--- config.mk ---
export PLATFORM = sky130hd
export DESIGN_NAME = bound_flasher_monitor
export DESIGN_NICKNAME = d
export VERILOG_FILES = /design/src/rtl/bound_flasher_pkg.sv /design/src/rtl/thermo_decoder.sv /design/src/rtl/bound_flasher_monitor.sv
export SDC_FILE = /design/constraint.sdc
export NUM_CORES = 1
export LEC_CHECK = 0
export ABC_AREA = 1
export CORE_ASPECT_RATIO = 0.8
export CORE_UTILIZATION = 50
export CTS_CLUSTER_DIAMETER = 30
export DETAILED_ROUTE_END_ITERATION = 6
export PLACE_DENSITY = 0.74
export RECOVER_POWER = 50
export SETUP_SLACK_MARGIN = 0.2
export SYNTH_ARGS = -nofsm -noshare
export SYNTH_HDL_FRONTEND = slang
export SYNTH_SLANG_ARGS = --single-unit
export TNS_END_PERCENT = 10
--- constraint.sdc ---
create_clock -name clk -period 5.54 [get_ports clk]
set_input_delay 1.108 -clock clk [delete_from_list [all_inputs] [get_ports clk]]
set_output_delay 1.108 -clock clk [all_outputs]
set_load 0.005 [all_outputs]
--- src/rtl/bound_flasher_pkg.sv ---
`default_nettype none
// ============================================================================
// Module      : bound_flasher_pkg
// Description : Shared phase encoding, error codes and turn levels for the
//               bound flasher monitor.
// Revision    : 1.0 - initial release
// ============================================================================
package bound_flasher_pkg;

    typedef enum logic [3:0] {
        PH_IDLE     = 4'd0,
        PH_RISE1    = 4'd1,
        PH_FALL1    = 4'd2,
        PH_RISE2    = 4'd3,
        PH_FALL2    = 4'd4,
        PH_RISE3    = 4'd5,
        PH_FALL3    = 4'd6,
        PH_FALL_END = 4'd7,
        PH_RESYNC   = 4'd8
    } phase_e;

    localparam logic [2:0] ERR_NONE        = 3'd0;
    localparam logic [2:0] ERR_BAD_CODE    = 3'd1;
    localparam logic [2:0] ERR_BAD_STEP    = 3'd2;
    localparam logic [2:0] ERR_BAD_TURN    = 3'd3;
    localparam logic [2:0] ERR_MISSED_TURN = 3'd4;

    localparam logic [4:0] PEAK1   = 5'd6;
    localparam logic [4:0] PEAK2   = 5'd11;
    localparam logic [4:0] PEAK3   = 5'd16;
    localparam logic [4:0] TROUGH5 = 5'd5;

endpackage
`default_nettype wire

--- src/rtl/thermo_decoder.sv ---
`default_nettype none
// ============================================================================
// Module      : thermo_decoder
// Description : Counts lit LEDs and flags whether the bus is a legal
//               thermometer code (no lit LED above an unlit one).
// Revision    : 1.0 - initial release
// ============================================================================
module thermo_decoder (
    input  logic [15:0] i_therm,
    output logic [4:0]  o_level,
    output logic        o_ok
);

    always_comb begin
        o_level = '0;
        for (int k = 0; k < 16; k++) begin
            o_level = o_level + {4'd0, i_therm[k]};
        end
        o_ok = ~|(i_therm[15:1] & ~i_therm[14:0]);
    end

endmodule
`default_nettype wire

--- src/rtl/bound_flasher_monitor.sv ---
`default_nettype none
// ============================================================================
// Module      : bound_flasher_monitor
// Description : Tracks the flasher LED level sequence, counts kickbacks,
//               pulses on a completed cycle and latches the first error.
// Revision    : 1.0 - initial release
// ============================================================================
module bound_flasher_monitor
    import bound_flasher_pkg::*;
(
    input  logic        clk,
    input  logic        rst,
    input  logic [15:0] led,
    input  logic        err_clear,
    output logic [4:0]  level,
    output logic        code_ok,
    output logic [3:0]  phase,
    output logic        cycle_done,
    output logic [3:0]  kick_cnt,
    output logic        err,
    output logic [2:0]  err_code
);

    logic [15:0] r_led_q;
    logic [4:0]  r_level;
    logic        r_ok;
    phase_e      r_phase;
    logic        r_done;
    logic [3:0]  r_kick;
    logic        r_err;
    logic [2:0]  r_err_code;
    logic [4:0]  r_peak;
    logic        r_zero;

    logic [4:0]  w_lvl;
    logic        w_ok;
    phase_e      w_nxt;
    logic        w_fault;
    logic [2:0]  w_code;
    logic        w_kick;
    logic        w_done;
    logic [4:0]  w_peak_nxt;
    logic        w_zero_nxt;
    logic        w_up;
    logic        w_dn;
    logic        w_same;

    thermo_decoder u_dec (
        .i_therm (r_led_q),
        .o_level (w_lvl),
        .o_ok    (w_ok)
    );

    // w_lvl is the current sample L, r_level holds the previous sample P.
    // A reversal of direction is a turn located at P.
    always_comb begin
        w_nxt      = r_phase;
        w_fault    = 1'b0;
        w_code     = ERR_NONE;
        w_kick     = 1'b0;
        w_done     = 1'b0;
        w_peak_nxt = r_peak;
        w_zero_nxt = 1'b0;
        w_up       = (w_lvl == r_level + 5'd1);
        w_dn       = (w_lvl + 5'd1 == r_level);
        w_same     = (w_lvl == r_level);

        if (!w_ok) begin
            w_fault = 1'b1;
            w_code  = ERR_BAD_CODE;
        end else if (r_phase == PH_RESYNC) begin
            if (w_lvl == 5'd0) begin
                if (r_zero) w_nxt = PH_IDLE;
                else        w_zero_nxt = 1'b1;
            end
        end else if (!(w_up || w_dn || (w_same && r_phase == PH_IDLE))) begin
            w_fault = 1'b1;
            w_code  = ERR_BAD_STEP;
        end else begin
            case (r_phase)
                PH_IDLE: if (w_up) w_nxt = PH_RISE1;
                PH_RISE1: begin
                    if (w_up) begin
                        if (w_lvl > PEAK1) begin w_fault = 1'b1; w_code = ERR_MISSED_TURN; end
                    end else if (r_level == PEAK1) w_nxt = PH_FALL1;
                    else begin w_fault = 1'b1; w_code = ERR_BAD_TURN; end
                end
                PH_FALL1: begin
                    if (w_up) begin
                        if (r_level == 5'd0) w_nxt = PH_RISE2;
                        else begin w_fault = 1'b1; w_code = ERR_BAD_TURN; end
                    end
                end
                PH_RISE2: begin
                    if (w_up) begin
                        if (w_lvl > PEAK2) begin w_fault = 1'b1; w_code = ERR_MISSED_TURN; end
                    end else if (r_level == PEAK1 || r_level == PEAK2) begin
                        w_nxt      = PH_FALL2;
                        w_peak_nxt = r_level;
                    end else begin w_fault = 1'b1; w_code = ERR_BAD_TURN; end
                end
                PH_FALL2: begin
                    if (w_dn) begin
                        if (r_peak == PEAK2 && w_lvl < TROUGH5) begin
                            w_fault = 1'b1; w_code = ERR_MISSED_TURN;
                        end
                    end else if (r_peak == PEAK2 && r_level == TROUGH5) w_nxt = PH_RISE3;
                    else if (r_peak == PEAK1 && r_level == 5'd0) begin
                        w_kick = 1'b1;
                        w_nxt  = PH_RISE2;
                    end else begin w_fault = 1'b1; w_code = ERR_BAD_TURN; end
                end
                PH_RISE3: begin
                    if (w_dn) begin
                        if (r_level == PEAK3) w_nxt = PH_FALL_END;
                        else if (r_level == PEAK1 || r_level == PEAK2) begin
                            w_kick = 1'b1;
                            w_nxt  = PH_FALL3;
                        end else begin w_fault = 1'b1; w_code = ERR_BAD_TURN; end
                    end
                end
                PH_FALL3: begin
                    if (w_dn) begin
                        if (w_lvl < TROUGH5) begin w_fault = 1'b1; w_code = ERR_MISSED_TURN; end
                    end else if (r_level == TROUGH5) w_nxt = PH_RISE3;
                    else begin w_fault = 1'b1; w_code = ERR_BAD_TURN; end
                end
                PH_FALL_END: begin
                    if (w_dn) begin
                        if (w_lvl == 5'd0) begin
                            w_done = 1'b1;
                            w_nxt  = PH_IDLE;
                        end
                    end else begin w_fault = 1'b1; w_code = ERR_BAD_TURN; end
                end
                default: w_nxt = PH_RESYNC;
            endcase
        end

        if (w_fault) begin
            w_nxt      = PH_RESYNC;
            w_zero_nxt = 1'b0;
        end
    end

    always_ff @(posedge clk) begin
        if (rst) begin
            r_led_q    <= '0;
            r_level    <= '0;
            r_ok       <= 1'b1;
            r_phase    <= PH_IDLE;
            r_done     <= 1'b0;
            r_kick     <= '0;
            r_err      <= 1'b0;
            r_err_code <= ERR_NONE;
            r_peak     <= '0;
            r_zero     <= 1'b0;
        end else begin
            r_led_q <= led;
            r_level <= w_lvl;
            r_ok    <= w_ok;
            r_phase <= w_nxt;
            r_done  <= w_done;
            r_peak  <= w_peak_nxt;
            r_zero  <= w_zero_nxt;

            if (err_clear)                      r_kick <= '0;
            else if (w_kick && r_kick != 4'd15) r_kick <= r_kick + 4'd1;

            if (w_fault)        r_err <= 1'b1;
            else if (err_clear) r_err <= 1'b0;

            // A fresh error coinciding with a clear wins over the clear.
            if (w_fault && (err_clear || r_err_code == ERR_NONE)) r_err_code <= w_code;
            else if (err_clear)                                   r_err_code <= ERR_NONE;
        end
    end

    assign level      = r_level;
    assign code_ok    = r_ok;
    assign phase      = r_phase;
    assign cycle_done = r_done;
    assign kick_cnt   = r_kick;
    assign err        = r_err;
    assign err_code   = r_err_code;

endmodule
`default_nettype wire

## Word level (Yosys, flattened, before mapping)

Index checks and enable logic that the tools add are counted.

- Flip-flop bits (word level): 41
- Bits in latches: 0
- Bits in writable memories: 0
- Memory bits (read-only): 0
- Bits of input ports: 19
- Output and inout bits: 19
- Logic and storage cells: 205
- Memories kept: 0

- $add $sub $neg: 18
- $mul: 0
- Divide/modulo/power cells: 0
- Magnitude comparators: 3
- Equality and inequality tests: 53
- Shift operators: 0
- Muxes and demuxes: 84
- Bitwise gates (word level): 9
- Reductions and logical operators: 27

Operators with widths:

| operator | number |
|---|---|
| $mux 4 | 23 |
| $add 5x1->5 | 14 |
| $ne 4x4->1 const B | 15 |
| $ne 3x3->1 const B | 14 |
| $mux 3 | 13 |
| $reduce_and 19->1 | 2 |
| $mux 1 | 34 |
| $pmux 4 s8 | 1 |
| $pmux 3 s7 | 1 |
| $mux 2 | 10 |
| $reduce_or 20->1 | 1 |
| $reduce_or 19->1 | 1 |
| $eq 4x3->1 const B | 4 |
| $and 15x15->15 | 1 |
| $eq 5x3->1 const B | 3 |
| $eq 5x5->1 | 3 |
| $not 15->15 | 1 |
| $reduce_or 15->1 | 1 |
| $add 5x1->5 const B | 2 |
| $eq 5x4->1 const B | 2 |
| $logic_not 5->1 | 2 |
| $ne 5x5->1 const B | 2 |
| $eq 4x2->1 const B | 2 |
| $not 1->1 | 7 |
| other kinds (22) | 35 |

## Depth between registers and ports, before layout

- Depth after elaboration: 25
- Depth in mapped cells: 28
- Mapped depth without buffers: 28

## Modules after synthesis

From an unflattened synthesis, not the netlist that was laid out.

- Cells, all modules: 439
- Area total of the unflattened synthesis: 2910.3 um^2

By module, submodules not included:

| module | instances | cells an instance | area an instance (um^2) | seq. area each (um^2) |
|---|---|---|---|---|
| bound_flasher_monitor | 1 | 359 | 2391.0 | 820.8 |
| thermo_decoder | 1 | 80 | 519.2 | 0.0 |

## Worst setup path before layout

No wires, ideal clock.

- Kind: register -> register
- Start: register r_led_q[0]
- End: register r_kick[3], in the netlist kick_cnt[3]
- Library setup time: 115 ps
- Arrival: 5217 ps
- Data required time: 5425 ps
- Path slack: 209 ps
- Cell stages (with the launch flop): 26
- Path buffers: 1
- Period minus slack after synthesis: 5331 ps
- Path through: dfxtp_1 > inv_1 > ha_1 > fa_1 > fa_1 > fa_1 > fa_1 > fa_1 > fa_1 > buf_2 > inv_1 > ha_1 > xor2_1 > nor2_1 > nand2_1 > nor2_1 > nand2_2 > nor2_8 > inv_2 > nand2_4 > inv_4 > nor2_8 > nand3_4 > nor2_2 > a21oi_1 > o21a_1

- Word-level cells in the longest chain between the ends: 23
- Elaborated cells on any way between the ends: 32
- Classes of those cells: add/sub (16); eq/ne (3); mux (6); bitwise (2); reduce/logical (5)

RTL lines:

| item | RTL line | RTL |
|---|---|---|
| from (decl) | bound_flasher_monitor.sv:24 | `logic [15:0] r_led_q;` |
| from (signal assigned) | bound_flasher_monitor.sv:159 | `r_led_q <= led;` |
| $add 1x1->2 (*) | thermo_decoder.sv:17 | `o_level = o_level + {4'd0, i_therm[k]};` |
| $add 5x1->5 (*) (14 in a row) | thermo_decoder.sv:17 |  |
| via u_dec.o_level[1] | thermo_decoder.sv:10 | `output logic [4:0] o_level,` |
| $add 5x1->5 | bound_flasher_monitor.sv:65 | `w_dn = (w_lvl + 5'd1 == r_level);` |
| $eq 5x5->1 | bound_flasher_monitor.sv:65 |  |
| $mux 1, or another cell as far along | bound_flasher_monitor.sv:114 | `if (w_dn) begin` |
| $pmux 1 s2 / $logic_or 1x1->1 (equally long branches) | bound_flasher_monitor.sv:80, bound_flasher_monitor.sv:76 |  |
| $mux 1 (*) | bound_flasher_monitor.sv:76 | `end else if (!(w_up \|\| w_dn \|\| (w_same && r_phase == PH_IDLE))) begin` |
| $mux 1 (*) | bound_flasher_monitor.sv:71 | `end else if (r_phase == PH_RESYNC) begin` |
| $mux 1 (*) | bound_flasher_monitor.sv:68 | `if (!w_ok) begin` |
| $logic_and 1x1->1 (*) | bound_flasher_monitor.sv:168 | `else if (w_kick && r_kick != 4'd15) r_kick <= r_kick + 4'd1;` |
| to (signal assigned) | bound_flasher_monitor.sv:168 |  |
| to (decl) | bound_flasher_monitor.sv:29 | `logic [3:0] r_kick;` |

Mark *: on every way through the listed nets, which the timed path passes. The rest lies on a longest branch.
A chain may end at the register's enable or synchronous reset.

## Worst setup path in the final report

- Start: register r_led_q[0]
- End: register r_err_code[1], in the netlist err_code[1]

- Word-level cells in the longest chain between the ends: 25
- Elaborated cells on any way between the ends: 58
- Classes of those cells: add/sub (16); order compare (3); eq/ne (3); mux (27); bitwise (2); reduce/logical (7)

RTL lines:

| item | RTL line | RTL |
|---|---|---|
| $add 1x1->2 (*) | thermo_decoder.sv:17 |  |
| $add 5x1->5 (*) (14 in a row) | thermo_decoder.sv:17 |  |
| via u_dec.o_level[1] | thermo_decoder.sv:10 |  |
| branches (longest 10 deep; another with $add 5x1->5) | - |  |
| to (signal assigned) | bound_flasher_monitor.sv:174 | `if (w_fault && (err_clear \|\| r_err_code == ERR_NONE)) r_err_code <= w_code;` |
| to (decl) | bound_flasher_monitor.sv:31 | `logic [2:0] r_err_code;` |

Mark *: on every way through the listed nets, which the timed path passes.

==> impl_metrics.tcl <==
set metrics [dict create \
    cts_buffers 5 \
    finalCritPeriodShare 0.942 \
    power_leakage_uw 0.00173 \
    irDropWorstVdd_v 0.000185 \
    syn_area_per_cell_um2 6.85 \
    report.final.slew_viol_count 0 \
    synthTopCellsByCount "83 x inv_1, 79 x nand2_1, 56 x nor2_1" \
    drive_above_1_share 0.134 \
    startpoint_type "register" \
    synth_flop_cell "dfxtp_1" \
    die_x_um 87.1 \
    drc_errors 0 \
    crit_slowest_cell "fa_1" \
    hold_path_depth 2 \
    final-seq-area_um2 826 \
    critPathMostFrequentCell "fa_1" \
    initial_core_util 0.525 \
    dp_hpwl_um 5420 \
    core_area_mm2 0.00553 \
    ant_nets 0 \
    cts_root_buffer "clkbuf_8" \
    path_cells "inv_2 -> ha_4 -> fa_1 -> fa_1 -> fa_1 -> fa_1 -> fa_2 -> fa_1 -> inv_2 -> ha_4 -> xor2_1 -> nor2_1 -> nand2_1 -> nor2_2 -> nand2_2 -> nor2_8 -> inv_4 -> nand2_4 -> nand4_1 -> nand2_1 -> nand2_2 -> nand2_1 -> nand3_1 -> a21oi_2" \
    tightest_slew_ns 1.00 \
    hold_path.class "reg2reg" \
    tns_ns 0 \
    async_reset_ff_frac 0 \
    gp_congestion 0.925 \
    wl_per_cell_um 12.7 \
    worst_ep_arrival_time_ns 5.45 \
    syn_area_mm2 0.00290 \
    overflow 0 \
    diodes 0 \
    synth.area.top_cells "dfxtp_1 28%, inv_1 11%, nand2_1 10%" \
    finalSetupViolations 0 \
    hold_viol 0 \
    ys_ff_latch 41 \
    h-tree-depth 2 \
    clk_pin_slew_ns 0.08 \
    synth_top_area_cell "dfxtp_1" \
    grt_antenna_before_repair 0 \
    multi_input_area_mm2 0.00180 \
    ys_seq_area_frac 0.283 \
    cts.sinks 41 \
    cp_max_fo 6 \
    critical_path_class "reg2reg" \
    cts_buffer_depth 2 \
    r2r_end "err_code[1]" \
    r2r-start "r_led_q[0]" \
    first_pass_iters 4 \
    synth-edff-count 0 \
    yosys_warnings 0 \
    worstRegToRegCells 24 \
    fill_cells 517 \
    max_freq_ghz 0.192 \
    fp.dieH_um 70.1 \
    whs_ns 0.479 \
    rsz0062_at_grt "true" \
    power.total_uw 1610 \
    slew_headroom 0.331 \
    viasPerCell 5.04 \
    vias 2763 \
    io_buffers 37 \
    ys_types 43 \
    min_from "err" \
    slowest_delay_ns 0.53 \
    synth.most_common_cell "inv_1" \
    status "complete, no violations" \
    fin_worst_skew_ns 0.0101 \
    dp_cells 536 \
    instances_no_fill 548 \
    grt_pass1_wl_um 11600 \
    cap_violations 0 \
    critical_path_required_ns 5.77 \
    r2r_slack_ns 0.32 \
    power.density_mw_per_mm2 450 \
    wirelength_um 6940 \
    yosysTopAreaCellShare 0.283 \
    grt_max_degree 29 \
    finalCriticalPeriod_ns 5.22 \
    area_growth_pct 23.6 \
    netlist_instances 423 \
    synth_fp_nets 466 \
    first_iter_violations 163 \
    clk_latency_ns 0.31 \
    cts_tree "done" \
    worst_hold_path.endpoint "err" \
    rows 24 \
    num_io_pins 38 \
    critPathCaptureType "register" \
    globalRouteTotalUtil 0.248 \
    nets 512 \
    grt_pass1_vias 2537 \
    die_area_mm2 0.00611 \
]
[area by class of cell]
type                       instances  share of cell area
multi-input combinational        286               0.502
clock buffer                       5              0.0192
sequential                        41               0.230
tap                               78              0.0272
timing repair buffer              44               0.118
clock inverter                     3             0.00594
inverter                          91              0.0974
[power breakdown]
part | total (uW) | internal, uW | switching (uW)
logic | 1050 | 406 | 647
registers | 355 | 318 | 36.7
clock network | 203 | 89.4 | 113
[sequential cells by signal (all words and copies together), names as in the netlist, 3 cells and up]
signal    flops
r_peak        5
kick_cnt      4
r_led_q      16
err_code      3
level         5
phase         4
[critical path: cells and delay by family, from the launching register on]
family                   cells  cell delay, ns
adder cells (fa/ha/maj)      8            3.22
AND/OR/NAND/NOR             11            1.12
flip-flops                   1            0.34
buffers and inverters        3            0.18
AO/OA/AOI/OAI                1            0.15
XOR/XNOR                     1            0.14
[worst max path at each step]
stage,startpoint,end,slack (ns)
after global placement,r_led_q[0],kick_cnt[3],0.22
final,r_led_q[0],err_code[1],0.32
after floorplan,r_led_q[0],kick_cnt[3],0.21
after CTS,r_led_q[0],kick_cnt[3],0.20
after global routing,r_led_q[1],kick_cnt[3],0.07
after detailed placement,r_led_q[0],kick_cnt[3],0.12
[kinds of logic (layout without fill, tap and decap cells)]
group | after synthesis | count (layout) | synth area share
flops | 41 | 41 | 0.283
buf+inv | 96 | 143 | 0.127
compound gates | 48 | 48 | 0.0988
fa+ha+maj | 24 | 24 | 0.129
simple gates | 207 | 207 | 0.341
xor+xnor | 7 | 7 | 0.0211
[per-stage QoR]
| step | utilization | setup WS (ns) | cell area, um^2 |
|---|---|---|---|
| 6_report | 0.649 | 0.319 | 3580 |
| 5_1_grt | 0.649 | 0.0735 | 3580 |
| 4_1_cts | 0.643 | 0.202 | 3550 |
| 3_5_place_dp | 0.609 | 0.122 | 3370 |
| 3_3_place_gp | 0.609 | 0.220 | 3370 |
| 2_1_floorplan | - | 0.209 | 2900 |
[per-layer routing]
metal / part of all wire / track usage / up-vias
met5: 0 / 0 / -
met4: 0.015 / 0.0947 / 0
met3: 0.061 / 0.0532 / 7
met2: 0.42 / 0.362 / 94
met1: 0.50 / 0.357 / 1251
li1: - / - / 1411
[placed cells by master, fill, tap and decap left out, types with 6 or more instances in the layout]
master / netlist / routed
fa_1: 10 / 9
nor3_1: 6 / 6
dlygate4sd3_1: 0 / 14
inv_1: 83 / 81
o21ai_0: 8 / 7
nand2_2: 10 / 13
nor2_1: 56 / 54
nand4_1: 8 / 8
nand2_1: 79 / 76
ha_1: 14 / 12
o21ai_1: 10 / 11
clkdlybuf4s50_1: 0 / 23
inv_2: 6 / 7
dfxtp_1: 41 / 39
nand3_1: 32 / 31
buf_4: 1 / 7
a21oi_1: 15 / 12
[timing repair]
item | 4_1_cts | 5_1_grt
pin swaps | 14 | 6
endpoints found under the setup margin | 15 | 18
endpoints found under the hold margin | 0 | 0
gates resized for setup | 18 | 8
buffers inserted | 4 | 0
hold buffers | 0 | 0
No activity file was read; power rests on OpenSTA's default activity.
